[config.mk]
export PLATFORM = sky130hd
export DESIGN_NAME = da2_multi_serializer_flat
export DESIGN_NICKNAME = d
export VERILOG_FILES = /design/src/rtl/da2_multi_serializer_if.sv /design/src/rtl/da2_multi_serializer.sv /design/src/flat_wrapper.sv
export SDC_FILE = /design/constraint.sdc
export NUM_CORES = 1
export LEC_CHECK = 0
export CAP_MARGIN = 20
export CORE_ASPECT_RATIO = 0.7
export CORE_UTILIZATION = 60
export DETAILED_ROUTE_END_ITERATION = 16
export PLACE_DENSITY = 0.83
export REMOVE_ABC_BUFFERS = 1
export SYNTH_ARGS = -nofsm -noshare
export SYNTH_HDL_FRONTEND = slang
export SYNTH_SLANG_ARGS = --single-unit
[constraint.sdc]
create_clock -name clk -period 6.3 [get_ports clk]
set_input_delay 0.945 -clock clk [delete_from_list [all_inputs] [get_ports clk]]
set_output_delay 0.945 -clock clk [all_outputs]
set_load 0.03 [all_outputs]
[src/rtl/da2_multi_serializer_if.sv]
// da2_multi_serializer_if: request bus and DAC-side lines of the multi-channel DA2 serializer
// Parameter CH sets the number of channels / SDATA lines.
// Signals: update (frame request), value[12*CH] (channel n at [12n+11:12n]),
//          mode[2*CH] (channel n PD1:PD0 at [2n+1:2n]), busy, done (one-cycle end-of-frame pulse),
//          sclk (idles high), sync (active low), sdata[CH] (MSB first).
// Modports: master = board/test logic, slave = the serializer.
interface da2_multi_serializer_if #(parameter int CH = 2);
  logic update;
  logic [12*CH-1:0] value;
  logic [2*CH-1:0] mode;
  logic busy;
  logic done;
  logic sclk;
  logic sync;
  logic [CH-1:0] sdata;
  modport master (output update, value, mode, input busy, done, sclk, sync, sdata);
  modport slave (input update, value, mode, output busy, done, sclk, sync, sdata);
endinterface

[src/rtl/da2_multi_serializer.sv]
// da2_multi_serializer: shared SCLK/SYNC, CH parallel SDATA lines to DAC121S101-class DACs
// Ports: clk, rst (async, active-high), bus (da2_multi_serializer_if.slave).
// Optional macro DA2_LOOP_EN adds input loop_i: with loop_i=1 and nothing pending at the end of
// the gap, a new frame restarts from the live value/mode (continuous refresh).
// Each frame sends {2'b00, mode[n], value[n]} MSB first; SDATA changes on SCLK rising edges so
// it is stable across the falling edge where the DAC samples. One extra frame can be queued.
module da2_multi_serializer #(
  parameter int CH = 2,
  parameter int CLK_DIV = 2,
  parameter int GAP_CYC = 2
) (
  input logic clk,
  input logic rst,
`ifdef DA2_LOOP_EN
  input logic loop_i,
`endif
  da2_multi_serializer_if.slave bus
);
  localparam int DW = CLK_DIV > 1 ? $clog2(CLK_DIV) : 1;
  localparam int GW = GAP_CYC > 1 ? $clog2(GAP_CYC) : 1;
  typedef enum logic [1:0] {IDLE, SHIFT, GAP} state_t;
  state_t state_q, state_d;
  logic [DW-1:0] div_q, div_d;
  logic [GW-1:0] gap_q, gap_d;
  logic [4:0] cnt_q, cnt_d;
  logic sclk_q, sclk_d, sync_q, sync_d, busy_q, busy_d, done_q, done_d, pend_q, pend_d;
  logic [CH-1:0][15:0] shift_q, shift_d;
  logic [12*CH-1:0] shv_q, shv_d;
  logic [2*CH-1:0] shm_q, shm_d;
  logic loop, start, use_sh;
`ifdef DA2_LOOP_EN
  assign loop = loop_i;
`else
  assign loop = 1'b0;
`endif
  always_ff @(posedge clk or posedge rst)
    if (rst) begin
      state_q <= IDLE;
      div_q <= '0;
      gap_q <= '0;
      cnt_q <= '0;
      sclk_q <= 1'b1;
      sync_q <= 1'b1;
      busy_q <= 1'b0;
      done_q <= 1'b0;
      pend_q <= 1'b0;
      shift_q <= '0;
      shv_q <= '0;
      shm_q <= '0;
    end else begin
      state_q <= state_d;
      div_q <= div_d;
      gap_q <= gap_d;
      cnt_q <= cnt_d;
      sclk_q <= sclk_d;
      sync_q <= sync_d;
      busy_q <= busy_d;
      done_q <= done_d;
      pend_q <= pend_d;
      shift_q <= shift_d;
      shv_q <= shv_d;
      shm_q <= shm_d;
    end
  always_comb begin
    state_d = state_q;
    div_d = div_q;
    gap_d = gap_q;
    cnt_d = cnt_q;
    sclk_d = sclk_q;
    sync_d = sync_q;
    busy_d = busy_q;
    done_d = 1'b0;
    pend_d = pend_q;
    shift_d = shift_q;
    shv_d = shv_q;
    shm_d = shm_q;
    start = 1'b0;
    use_sh = 1'b0;
    if (bus.update && state_q != IDLE) begin
      pend_d = 1'b1;
      shv_d = bus.value;
      shm_d = bus.mode;
    end
    case (state_q)
      IDLE: start = bus.update;
      SHIFT: begin
        div_d = div_q + 1'b1;
        if (div_q == DW'(CLK_DIV - 1)) begin
          div_d = '0;
          sclk_d = ~sclk_q;
          if (sclk_q) cnt_d = cnt_q + 5'd1;
          else if (cnt_q == 5'd16) begin
            sync_d = 1'b1;
            shift_d = '0;
            gap_d = '0;
            state_d = GAP;
          end else
            for (int n = 0; n < CH; n++) shift_d[n] = {shift_q[n][14:0], 1'b0};
        end
      end
      GAP: begin
        gap_d = gap_q + 1'b1;
        if (gap_q == GW'(GAP_CYC - 1)) begin
          done_d = 1'b1;
          use_sh = pend_q;
          // an update landing on the final gap edge with nothing queued starts directly from the live inputs
          start = pend_q || bus.update || loop;
          if (!start) begin
            state_d = IDLE;
            busy_d = 1'b0;
          end
        end
      end
      default: state_d = IDLE;
    endcase
    if (start) begin
      for (int n = 0; n < CH; n++)
        shift_d[n] = use_sh ? {2'b00, shm_q[2*n +: 2], shv_q[12*n +: 12]}
                            : {2'b00, bus.mode[2*n +: 2], bus.value[12*n +: 12]};
      // consuming the shadow while a new update arrives keeps that update queued
      pend_d = use_sh && bus.update;
      sync_d = 1'b0;
      busy_d = 1'b1;
      div_d = '0;
      cnt_d = '0;
      state_d = SHIFT;
    end
  end
  assign bus.sclk = sclk_q;
  assign bus.sync = sync_q;
  assign bus.busy = busy_q;
  assign bus.done = done_q;
  for (genvar g = 0; g < CH; g++) assign bus.sdata[g] = shift_q[g][15];
endmodule
[src/flat_wrapper.sv]
// flat-port wrapper written by rule: the top's interface ports become plain ports
module da2_multi_serializer_flat 
#(
  parameter int CH = 2,
  parameter int CLK_DIV = 2,
  parameter int GAP_CYC = 2
)
  (clk, rst, bus_update, bus_value, bus_mode, bus_busy, bus_done, bus_sclk, bus_sync, bus_sdata);
  da2_multi_serializer_if #(.CH(CH)) bus_i ();
  input logic clk;
  input logic rst;
  input wire logic [$bits(bus_i.update)-1:0] bus_update;
  input wire logic [$bits(bus_i.value)-1:0] bus_value;
  input wire logic [$bits(bus_i.mode)-1:0] bus_mode;
  output wire logic [$bits(bus_i.busy)-1:0] bus_busy;
  output wire logic [$bits(bus_i.done)-1:0] bus_done;
  output wire logic [$bits(bus_i.sclk)-1:0] bus_sclk;
  output wire logic [$bits(bus_i.sync)-1:0] bus_sync;
  output wire logic [$bits(bus_i.sdata)-1:0] bus_sdata;
  assign bus_i.update = bus_update;
  assign bus_i.value = bus_value;
  assign bus_i.mode = bus_mode;
  assign bus_busy = bus_i.busy;
  assign bus_done = bus_i.done;
  assign bus_sclk = bus_i.sclk;
  assign bus_sync = bus_i.sync;
  assign bus_sdata = bus_i.sdata;
  da2_multi_serializer #(.CH(CH), .CLK_DIV(CLK_DIV), .GAP_CYC(GAP_CYC)) u_core (.clk(clk), .rst(rst), .bus(bus_i));
endmodule
==> flow_summary.rst, run 1 <==
.. list-table::
   :header-rows: 1

   * - Metric
     - Value
   * - Result of the run
     - finished clean
   * - Max clock buf depth
     - 2
   * - Worst hold path type
     - reg2reg
   * - Critical Path RT
     - 6.52 ns
   * - Routed vias
     - 2883
   * - Share of async-settable or async-resettable flops after synthesis
     - 1.00
   * - Worst-path maximum fanout
     - 29
   * - Die boundary height
     - 67.4 um
   * - Number of synthesized flops with an enable pin
     - 0
   * - Slew headroom
     - 0.312
   * - Die outline width
     - 95.4 um
   * - Hold Fails Final Rpt
     - 0
   * - Type of the setup path with the least slack
     - in2reg
   * - Reg2Reg Setup Slack
     - 3.28 ns
   * - Largest net degree at the start of global routing
     - 75
   * - First-pass detailed-route iteration total
     - 5
   * - Buffers on Ports
     - 36
   * - Arrival time of the worst setup path
     - 3.65 ns
   * - Vias per Instance
     - 6.57
   * - Met2 wire len
     - 3.62 mm
   * - FILL cells
     - 420
   * - Sum of met3 wire segment lengths after detailed routing
     - 525 um
   * - Layout Skew
     - 0.00990 ns
   * - Source-to-sink clock delay at the later pin of the worst-skew pair
     - 0.36 ns
   * - Worst-case hold slack
     - 0.508 ns
   * - Buffer cell driving the clock tree root
     - clkbuf_8
   * - Uppermost signal routing layer after detailed routing
     - met4
   * - DRT met1 WL
     - 3.72 mm
   * - Area of the core
     - 0.00581 sq mm
   * - Synth warn
     - 0
   * - PnR Total Power
     - 0.00103 W
   * - Number of cells traversed by the worst register-to-register path
     - 4
   * - Standby leakage power
     - 1.76 nW
   * - Antenna-violating nets left
     - 0
   * - Cell with the biggest individual delay on the critical path
     - and3_1
   * - Area Growth Syn to Fin
     - 15.2%
   * - Buffers inserted during post-CTS setup optimization
     - 0
   * - Remaining DRCs
     - 0
   * - Initial antenna violation count
     - 0
   * - Number of global-route vias before repair
     - 2669
   * - Netlist Area Pre-Place
     - 0.00366 sq mm
   * - Cell row count
     - 23
   * - RSZ-0062 raised after global routing
     - false
   * - Number of top-level design ports
     - 37
   * - Estimated wirelength of the detail-placed design
     - 4.52 mm
   * - Total Nets Final
     - 392
   * - Mean post-synth cell area
     - 10.7 sq um
   * - Effective utilization at floorplan
     - 0.630
   * - Startpoint of the most critical setup path
     - bus_update
   * - Top library cells by usage in the layout, fill and taps aside
     - dfrtp_1 (72), nand2_1 (60), a32oi_1 (52)
   * - Top flip-flop cell by instance count after synthesis
     - dfrtp_1
   * - Setup violators final
     - 0
   * - Power Density
     - 245 mW/mm^2
   * - Routed wire length
     - 7.97 mm
   * - Worst R2R End
     - u_core.shift_q[8]
   * - Number of unique standard cell types used by synthesis
     - 36
   * - Endpoint kind of the worst setup timing path
     - flop
   * - Most common library cell in the layout ignoring fill and taps
     - dfrtp_1
   * - Max rail drop VDD
     - 0.000139 V
   * - Number of max-capacitance violations reported
     - 0
   * - PostCTS Resize Cnt
     - 0
   * - Fraction of layout cells with a size suffix above 1
     - 0.154
   * - Total number of H-tree levels
     - 3
   * - Wire length of the first global-routing pass
     - 13.1 mm
   * - Slew @ Worst Pin
     - 1.03 ns
   * - Worst hold path depth
     - 1
   * - Sequential share of the synthesized area
     - 0.506
   * - Delay contributed by the slowest stage of the critical path
     - 0.82 ns
   * - Inserted Clock Buffers
     - 9
   * - Launch point of the worst hold path
     - u_core.shv_q[0]
   * - Global-route usage over all layers
     - 0.269
   * - TritonCTS Sinks
     - 74
   * - Full die area
     - 0.00643 sq mm
   * - 1st-iter DRT viols
     - 286
   * - Dpl ws
     - 2.59 ns
   * - Post-Syn Instances
     - 342
   * - Clock tree from TritonCTS
     - done
   * - Highest clock frequency the design can meet
     - 291 MHz
   * - Overflow left after global routing
     - 0
   * - Number of synthesized register bits
     - 74
   * - Cell Chain, Critical Path
     - clkdlybuf4s50_1 > a21o_1 > and3_1 > buf_4 > a32oi_1
   * - Final slew viol count
     - 0
   * - Portion of the clock cycle consumed by the worst path in the final layout
     - 0.545
   * - Clock edge transition at the registers on the reported setup and hold paths
     - 0.08 ns
   * - Worst Hold End
     - u_core.shv_q[0]
   * - Setup total negative slack
     - 0 ns
   * - Final WS setup
     - 2.87 ns
   * - Number of antenna diodes
     - 0
   * - Routability-driven placement congestion ratio
     - 0.749
   * - Flip-flop and latch area
     - 0.00185 sq mm
   * - Final routed wire length divided by cell count
     - 18.1 um
   * - Source of the worst register-to-register timing path
     - u_core.state_q[1]
   * - Cts hold-fix bufs
     - 0
   * - Multi-input gate area in the final layout
     - 0.00158 sq mm
   * - Startpoint types
     - primary input
   * - Min Tclk post-route
     - 3.43 ns
## cells in the mapped netlist, drive strengths merged, types with 2 or more instances
master   instances  area (sq um)
and3             2          12.5
o21ai            6          41.3
inv              6          22.5
nand4b           3          56.3
nand3           33           165
nand2           60           225
ha               2          25.0
buf             28           174
nor2             5          18.8
dfstp            2          52.6
clkbuf           8          30.0
xnor2            3          26.3
dfrtp           72          1800
a32oi           52           455
or3              3          18.8
nand4bb          2          22.5
mux2i            5          50.1
mux2            28           315
a21oi            8          40.0
nand2b           2          12.5
## cells by family after synthesis
logic type / Yosys count / synth area share
buf+inv: 42 / 0.0618
simple gates: 117 / 0.161
fa+ha+maj: 2 / 0.00683
xor+xnor: 3 / 0.00717
flops: 74 / 0.506
compound gates: 71 / 0.158
mux: 33 / 0.0997
## per-layer routing
metal  track usage  up-vias
met5             0        -
met4        0.0821        0
met3        0.0766       11
met2         0.393      132
met1         0.390     1432
li1              -     1308
## through the flow
step | instances | instance area, sq um | utilization
2_1_floorplan | 306 | 3460 | -
3_3_place_gp | 422 | 3950 | 0.680
3_5_place_dp | 422 | 3950 | 0.680
4_1_cts | 438 | 4200 | 0.723
5_1_grt | 439 | 4220 | 0.726
6_report | 439 | 4220 | 0.726
## how the worst max path moves through the flow
stage	endpoint	depth (start not counted)	slack (ns)
final	u_core.shift_q[8]	5	2.87
after global placement	u_core.shift_q[22]	5	2.65
after global routing	u_core.shift_q[20]	5	2.74
after floorplan	u_core.bus.busy	1	3.48
after CTS	u_core.shift_q[8]	5	2.95
after detailed placement	u_core.shift_q[8]	5	2.59
## registers in the layout, indices dropped and copies added (netlist names)
signal and cells:
u_core.shv_q 24, u_core.bus.busy 1, u_core.state_q 2, u_core.bus.sdata 2, u_core.gap_q 1, u_core.shm_q 4
u_core.bus.sclk 1, u_core.cnt_q 5, u_core.bus.done 1, u_core.pend_q 1, u_core.bus.sync 1, u_core.div_q 1
u_core.shift_q 30
## report_power, final
part           internal (W)  total (W)  switching [W]  leakage (nW)
registers          0.000493   0.000503     0.00000979         0.904
clock network      0.000285   0.000465       0.000180         0.123
logic             0.0000359  0.0000655      0.0000295         0.731
total              0.000814    0.00103       0.000219          1.76
## critical path, delay by kind of cell
family                 cells  cell delay [ns]
AO/OA/AOI/OAI              2             0.89
buffers and inverters      2             0.98
AND/OR/NAND/NOR            1             0.82
## cell type report
class / instances / share of cell area
flip-flops and latches: 74 / 0.440
multi-input cells: 226 / 0.375
repair buffers: 42 / 0.0979
clock buffers: 12 / 0.0368
clock inverters: 4 / 0.0231
well taps: 75 / 0.0222
inverters: 6 / 0.00534
No activity file was read; power rests on OpenSTA's default activity.
==> run 2, diff against run 1 <==
--- a/config.mk
+++ b/config.mk
@@ -7,9 +7,9 @@
 export LEC_CHECK = 0
 export CAP_MARGIN = 20
 export CORE_ASPECT_RATIO = 0.7
-export CORE_UTILIZATION = 60
+export CORE_UTILIZATION = 51
 export DETAILED_ROUTE_END_ITERATION = 16
-export PLACE_DENSITY = 0.83
+export PLACE_DENSITY = 0.76
 export REMOVE_ABC_BUFFERS = 1
 export SYNTH_ARGS = -nofsm -noshare
 export SYNTH_HDL_FRONTEND = slang
==> constraint.sdc (replaced) <==
create_clock -name clk -period 3.15 [get_ports clk]
set_input_delay 0.4725 -clock clk [delete_from_list [all_inputs] [get_ports clk]]
set_output_delay 0.4725 -clock clk [all_outputs]
set_load 0.03 [all_outputs]
==> run 2 against run 1 <==
Cell count up 5.2%; total power rose by 83%; critical path type is now reg2out; die area up 17%; highest routed layer unchanged; sequential cell count is the same; count of clock-buffer cells in the layout unchanged; clock power increased by 62%; non-clock buffer count increased by 4; via count decreased by 1.7%; largest power group unchanged; sequential share of layout area down 0.12 points; design area grew 0.27%; critical path depth down 4; register-to-register slack lost 2.2 ns.
==> flow_summary.rst, run 2 (synthesis results as in run 1) <==
.. list-table::
   :header-rows: 1

   * - Metric
     - Value
   * - PostCTS Resize Cnt
     - 0 (unchanged)
   * - Min Tclk post-route
     - 2.10 ns
   * - Fraction of layout cells with a size suffix above 1
     - 0.163 (was 0.154)
   * - Area of the core
     - 0.00685 sq mm (was 0.00581 sq mm)
   * - Antenna-violating nets left
     - 0 (unchanged)
   * - Grt peak-use layer
     - met2 (unchanged)
   * - Routability-driven placement congestion ratio
     - 0.758 (was 0.749)
   * - Max clock buf depth
     - 2 (unchanged)
   * - Source of the worst register-to-register timing path
     - u_core.state_q[1] (unchanged)
   * - Routed vias
     - 2834 (was 2883)
   * - Total Nets Final
     - 396 (was 392)
   * - Number of antenna diodes
     - 0 (unchanged)
   * - Source-to-sink clock delay at the later pin of the worst-skew pair
     - 0.35 ns (was 0.36 ns)
   * - Routed wire length
     - 7.96 mm (was 7.97 mm)
   * - Delay contributed by the slowest stage of the critical path
     - 0.69 ns (was 0.82 ns)
   * - Cts hold-fix bufs
     - 0 (unchanged)
   * - Startpoint types
     - flop (was primary input)
   * - Clock edge transition at the registers on the reported setup and hold paths
     - 0.07 ns (was 0.08 ns)
   * - WP buf/inv
     - 1 (was 2)
   * - Worst R2R End
     - u_core.shift_q[19] (was u_core.shift_q[8])
   * - Final routed wire length divided by cell count
     - 17.2 um (was 18.1 um)
   * - Number of cells traversed by the worst register-to-register path
     - 4 (unchanged)
   * - Max rail drop VDD
     - 0.000207 V (was 0.000139 V)
   * - Overflow left after global routing
     - 0 (unchanged)
   * - Setup total negative slack
     - 0 ns (unchanged)
   * - Arrival time of the worst setup path
     - 1.63 ns (was 3.65 ns)
   * - Worst-path maximum fanout
     - 6 (was 29)
   * - Most common library cell in the layout ignoring fill and taps
     - dfrtp_1 (unchanged)
   * - Inserted Clock Buffers
     - 9 (unchanged)
   * - Family with the most delay on the worst path
     - buffers and inverters (unchanged)
   * - Initial antenna violation count
     - 0 (unchanged)
   * - Top library cells by usage in the layout, fill and taps aside
     - dfrtp_1 (72), nand2_1 (60), a32oi_1 (52) (unchanged)
   * - Type of the setup path with the least slack
     - reg2out (was in2reg)
   * - Critical Path RT
     - 2.68 ns (was 6.52 ns)
   * - Area Growth Syn to Fin
     - 15.5% (was 15.2%)
   * - Global-route usage over all layers
     - 0.233 (was 0.269)
   * - Buffers on Ports
     - 36 (unchanged)
   * - Highest clock frequency the design can meet
     - 475 MHz
   * - Wire length of the first global-routing pass
     - 13.3 mm (was 13.1 mm)
   * - Number of flip-flops in the largest register
     - 30 (unchanged)
   * - Worst hold path type
     - reg2reg (unchanged)
   * - Die boundary height
     - 72.9 um (was 67.4 um)
   * - Met2 track demand over resource in global routing
     - 0.342 (was 0.393)
   * - Startpoint of the most critical setup path
     - u_core.bus.sclk (was bus_update)
   * - Hold Fails Final Rpt
     - 0 (unchanged)
   * - Number of top-level design ports
     - 37 (unchanged)
   * - Buffers inserted during post-CTS setup optimization
     - 0 (unchanged)
   * - Global routing met3 resource utilization
     - 0.0642 (was 0.0766)
   * - First-pass detailed-route iteration total
     - 4 (was 5)
   * - Full die area
     - 0.00753 sq mm (was 0.00643 sq mm)
   * - Critical Path Stages
     - 1 (was 5)
   * - Cell with the biggest individual delay on the critical path
     - clkdlybuf4s50_1 (was and3_1)
   * - Cell row count
     - 25 (was 23)
   * - 1st-iter DRT viols
     - 231 (was 286)
   * - Effective utilization at floorplan
     - 0.535 (was 0.630)
   * - Cell Chain, Critical Path
     - clkdlybuf4s50_1 (was clkdlybuf4s50_1 > a21o_1 > and3_1 > buf_4 > a32oi_1)
   * - Endpoint kind of the worst setup timing path
     - output pin (was flop)
   * - Largest net degree at the start of global routing
     - 39 (was 75)
   * - Portion of the clock cycle consumed by the worst path in the final layout
     - 0.668
   * - Reg2Reg Setup Slack
     - 1.06 ns (was 3.28 ns)
   * - Setup crit end
     - bus_sclk (was u_core.shift_q[8])
   * - Clock tree from TritonCTS
     - done (unchanged)
   * - Buffer cell driving the clock tree root
     - clkbuf_8 (unchanged)
   * - Setup violators final
     - 0 (unchanged)
   * - Final slew viol count
     - 0 (unchanged)
   * - Estimated wirelength of the detail-placed design
     - 4.79 mm (was 4.52 mm)
   * - Number of max-capacitance violations reported
     - 0 (unchanged)
   * - Slew headroom
     - 0.355 (was 0.312)
   * - Total number of H-tree levels
     - 3 (unchanged)
   * - Number of global-route vias before repair
     - 2738 (was 2669)
   * - Largest register by flop count
     - u_core.shift_q (unchanged)
   * - Result of the run
     - finished clean (unchanged)
   * - Standby leakage power
     - 1.76 nW (about the same)
   * - Remaining DRCs
     - 0 (unchanged)
   * - TritonCTS Sinks
     - 74 (unchanged)
   * - Power Density
     - 448 mW/mm^2 (was 245 mW/mm^2)
   * - Met1 routing resource usage after global routing
     - 0.338 (was 0.390)
   * - Slew @ Worst Pin
     - 0.964 ns (was 1.03 ns)
   * - Die outline width
     - 103 um (was 95.4 um)
   * - Layout Skew
     - 0.00713 ns (was 0.00990 ns)
   * - RSZ-0062 raised after global routing
     - false (unchanged)
   * - Worst-case hold slack
     - 0.507 ns (was 0.508 ns)
   * - Vias per Instance
     - 6.13 (was 6.57)
   * - Biggest regs
     - u_core.shift_q (30), u_core.shv_q (24), u_core.cnt_q (5) (unchanged)
[run 2: metrics by stage]
step	util	cells	setup WS [ns]	instance area (sq um)	total power (W)
2_1_floorplan	-	306	0.780	3460	0.00109
3_3_place_gp	0.588	446	1.11	4030	0.00115
3_5_place_dp	0.588	446	1.07	4030	0.00116
4_1_cts	0.618	462	1.03	4230	0.00191
5_1_grt	0.618	462	0.845	4230	0.00197
6_report	0.618	462	1.05	4230	0.00189
[run 2: worst min path at each step]
| stage | cells after the start | to | startpoint |
|---|---|---|---|
| 6_report | 1 | u_core.shv_q[12] | u_core.shv_q[12] |
| 2_1_floorplan | 1 | u_core.shv_q[0] | u_core.shv_q[0] |
| 4_1_cts | 1 | u_core.shv_q[16] | u_core.shv_q[16] |
| 5_1_grt | 1 | u_core.shv_q[12] | u_core.shv_q[12] |
| 3_5_place_dp | 1 | u_core.shv_q[12] | u_core.shv_q[12] |
| 3_3_place_gp | 1 | u_core.shv_q[0] | u_core.shv_q[0] |
[run 2: per-layer routing]
metal / up-vias / wire length, um
met4: 0 / 72
met1: 1414 / 3810
li1: 1313 / -
met5: - / 0
met3: 10 / 530
met2: 97 / 3550
[run 2: cell type report]
cell class              instances  area [sq um]
clock buffers                  12           155
fillers                       562          2620
multi-input cells             226          1580
well taps                      94           118
inverters                       6          22.5
flip-flops and latches         74          1850
repair buffers                 46           448
clock inverters                 4          50.0
[run 2: power breakdown]
part / switching (W) / leakage [nW] / internal (W)
registers: 0.0000196 / 0.904 / 0.000986
clock network: 0.000346 / 0.0986 / 0.000408
logic: 0.0000596 / 0.755 / 0.0000751
total: 0.000425 / 1.76 / 0.00147
==> run 3, diff against run 2 <==
--- a/config.mk
+++ b/config.mk
@@ -7,9 +7,9 @@
 export LEC_CHECK = 0
 export CAP_MARGIN = 20
 export CORE_ASPECT_RATIO = 0.7
-export CORE_UTILIZATION = 51
+export CORE_UTILIZATION = 57
 export DETAILED_ROUTE_END_ITERATION = 16
-export PLACE_DENSITY = 0.76
+export PLACE_DENSITY = 0.8
 export REMOVE_ABC_BUFFERS = 1
 export SYNTH_ARGS = -nofsm -noshare
 export SYNTH_HDL_FRONTEND = slang
==> constraint.sdc (replaced) <==
create_clock -name clk -period 2 [get_ports clk]
set_input_delay 0.3 -clock clk [delete_from_list [all_inputs] [get_ports clk]]
set_output_delay 0.3 -clock clk [all_outputs]
set_load 0.03 [all_outputs]
==> run 3 against run 2 <==
The run now ends with design-rule violations left; combinational power increased by 59%; clock power increased by 54%; cell count decreased by 1.9%; sequential share of layout area decreased by 0.73 points; total power increased by 56%; critical path type unchanged.
==> flow_summary.rst, run 3 (synthesis results as in run 1) <==
.. list-table::
   :header-rows: 1

   * - Metric
     - Value
   * - WP buf/inv
     - 1 (unchanged)
   * - Number of cells traversed by the worst register-to-register path
     - 2 (was 4)
   * - Full die area
     - 0.00676 sq mm (was 0.00753 sq mm)
   * - Area Growth Syn to Fin
     - 17.4% (was 15.5%)
   * - Source of the worst register-to-register timing path
     - u_core.state_q[0] (was u_core.state_q[1])
   * - Min Tclk post-route
     - 1.94 ns
   * - Clock tree from TritonCTS
     - done (unchanged)
   * - Delay contributed by the slowest stage of the critical path
     - 0.69 ns (about the same)
   * - Power Density
     - 688 mW/mm^2 (was 448 mW/mm^2)
   * - Family with the most delay on the worst path
     - buffers and inverters (unchanged)
   * - Number of antenna diodes
     - 0 (unchanged)
   * - Slew headroom
     - 0.338 (was 0.355)
   * - Arrival time of the worst setup path
     - 1.64 ns (was 1.63 ns)
   * - Buffers inserted during post-CTS setup optimization
     - 0 (unchanged)
   * - PostCTS Resize Cnt
     - 0 (unchanged)
   * - Biggest regs
     - u_core.shift_q (30), u_core.shv_q (24), u_core.cnt_q (5) (unchanged)
   * - Largest net degree at the start of global routing
     - 35 (was 39)
   * - Met1 routing resource usage after global routing
     - 0.367 (was 0.338)
   * - Routed wire length
     - 8.12 mm (was 7.96 mm)
   * - Buffers on Ports
     - 36 (unchanged)
   * - Area of the core
     - 0.00622 sq mm (was 0.00685 sq mm)
   * - Final WS setup
     - 0.0594 ns (was 1.05 ns)
   * - Cell Chain, Critical Path
     - clkdlybuf4s50_1 (unchanged)
   * - Vias per Instance
     - 6.41 (was 6.13)
   * - Total Nets Final
     - 403 (was 396)
   * - Inserted Clock Buffers
     - 9 (unchanged)
   * - First-pass detailed-route iteration total
     - 10 (was 4)
   * - Global routing met3 resource utilization
     - 0.0588 (was 0.0642)
   * - Worst hold path type
     - in2async (was reg2reg)
   * - Setup total negative slack
     - 0 ns (unchanged)
   * - Buffer cell driving the clock tree root
     - clkbuf_8 (unchanged)
   * - TritonCTS Sinks
     - 74 (unchanged)
   * - Standby leakage power
     - 1.80 nW (was 1.76 nW)
   * - Slew @ Worst Pin
     - 0.989 ns (was 0.964 ns)
   * - Dpl ws
     - 0.167 ns (was 1.07 ns)
   * - 1st-iter DRT viols
     - 254 (was 231)
   * - Cell row count
     - 24 (was 25)
   * - Cell with the biggest individual delay on the critical path
     - clkdlybuf4s50_1 (unchanged)
   * - Routability-driven placement congestion ratio
     - 0.771 (was 0.758)
   * - Violations in the final reports
     - design-rule violations
   * - Overflow left after global routing
     - 0 (unchanged)
   * - Max clock buf depth
     - 2 (unchanged)
   * - Hold Fails Final Rpt
     - 0 (unchanged)
   * - Estimated wirelength of the detail-placed design
     - 4.84 mm (was 4.79 mm)
   * - Fraction of layout cells with a size suffix above 1
     - 0.179 (was 0.163)
   * - Startpoint types
     - flop (unchanged)
   * - Routed vias
     - 2904 (was 2834)
   * - Final routed wire length divided by cell count
     - 17.9 um (was 17.2 um)
   * - Remaining DRCs
     - 2 (was 0)
   * - Effective utilization at floorplan
     - 0.589 (was 0.535)
   * - Number of top-level design ports
     - 37 (unchanged)
   * - Final slew viol count
     - 0 (unchanged)
   * - Worst R2R End
     - u_core.shv_q[7] (was u_core.shift_q[19])
   * - Type of the setup path with the least slack
     - reg2out (unchanged)
   * - Antenna-violating nets left
     - 0 (unchanged)
   * - Max rail drop VDD
     - 0.000504 V (was 0.000207 V)
   * - Total number of H-tree levels
     - 3 (unchanged)
   * - Number of global-route vias before repair
     - 2830 (was 2738)
   * - Clock edge transition at the registers on the reported setup and hold paths
     - 0.08 ns (was 0.07 ns)
   * - Cts hold-fix bufs
     - 0 (unchanged)
   * - Number of max-capacitance violations reported
     - 0 (unchanged)
   * - Result of the run
     - complete, but fails checks (was finished clean)
   * - Post-Route Utilization
     - 0.692 (was 0.618)
   * - RSZ-0062 raised after global routing
     - false (unchanged)
   * - PnR Total Power
     - 0.00296 W (was 0.00189 W)
   * - Highest clock frequency the design can meet
     - 515 MHz
   * - Die boundary height
     - 69.1 um (was 72.9 um)
   * - Grt peak-use layer
     - met2 (unchanged)
   * - Met2 track demand over resource in global routing
     - 0.397 (was 0.342)
   * - Portion of the clock cycle consumed by the worst path in the final layout
     - 0.970
   * - Layout Skew
     - 0.00871 ns (was 0.00713 ns)
   * - Initial antenna violation count
     - 0 (unchanged)
   * - Source-to-sink clock delay at the later pin of the worst-skew pair
     - 0.35 ns (about the same)
   * - Wire length of the first global-routing pass
     - 13.8 mm (was 13.3 mm)
   * - Global-route usage over all layers
     - 0.260 (was 0.233)
   * - Die outline width
     - 97.8 um (was 103 um)
   * - Setup violators final
     - 0 (unchanged)
   * - Endpoint kind of the worst setup timing path
     - output pin (unchanged)
   * - Number of flip-flops in the largest register
     - 30 (unchanged)
   * - Top library cells by usage in the layout, fill and taps aside
     - dfrtp_1 (72), nand2_1 (60), a32oi_1 (52) (unchanged)
   * - Worst-path maximum fanout
     - 6 (unchanged)
   * - Critical Path RT
     - 1.70 ns (was 2.68 ns)
   * - Largest register by flop count
     - u_core.shift_q (unchanged)
   * - Most common library cell in the layout ignoring fill and taps
     - dfrtp_1 (unchanged)
   * - Worst-case hold slack
     - 0.231 ns (was 0.507 ns)
   * - Reg2Reg Setup Slack
     - 0.24 ns (was 1.06 ns)
[run 3: metrics by stage]
stage | std cells | area [sq um]
finish | 453 | 4300
global route | 453 | 4300
CTS | 453 | 4300
detailed placement | 437 | 4110
global placement | 437 | 4110
floorplan | 306 | 3460
[run 3: report_power, final]
part	leakage (nW)	internal, W	switching, W
clock network	0.0889	0.000578	0.000582
logic	0.806	0.000121	0.0000944
registers	0.904	0.00155	0.0000295
[run 3: how the worst max path moves through the flow]
stage,startpoint,end,slack [ns],cells after the start
floorplan,u_core.state_q[1],u_core.shift_q[10],-0.37,3
global placement,bus_update,u_core.shv_q[9],0.21,3
detailed placement,bus_update,u_core.shift_q[19],0.17,5
CTS,u_core.bus.sclk,bus_sclk,0.05,1
global route,u_core.bus.sclk,bus_sclk,0.02,1
finish,u_core.bus.sclk,bus_sclk,0.06,1
[run 3: per-layer routing]
metal | part of all wire | routed length, um
met4 | 0.012 | 101
met1 | 0.45 | 3660
met5 | 0 | 0
met2 | 0.47 | 3820
met3 | 0.065 | 527
[run 3: area by class of cell]
cell class | instances | area (sq um)
inverters | 6 | 22.5
clock inverters | 6 | 66.3
multi-input cells | 226 | 1580
well taps | 78 | 97.6
clock buffers | 10 | 128
fillers | 490 | 1910
flip-flops and latches | 74 | 1850
repair buffers | 53 | 551
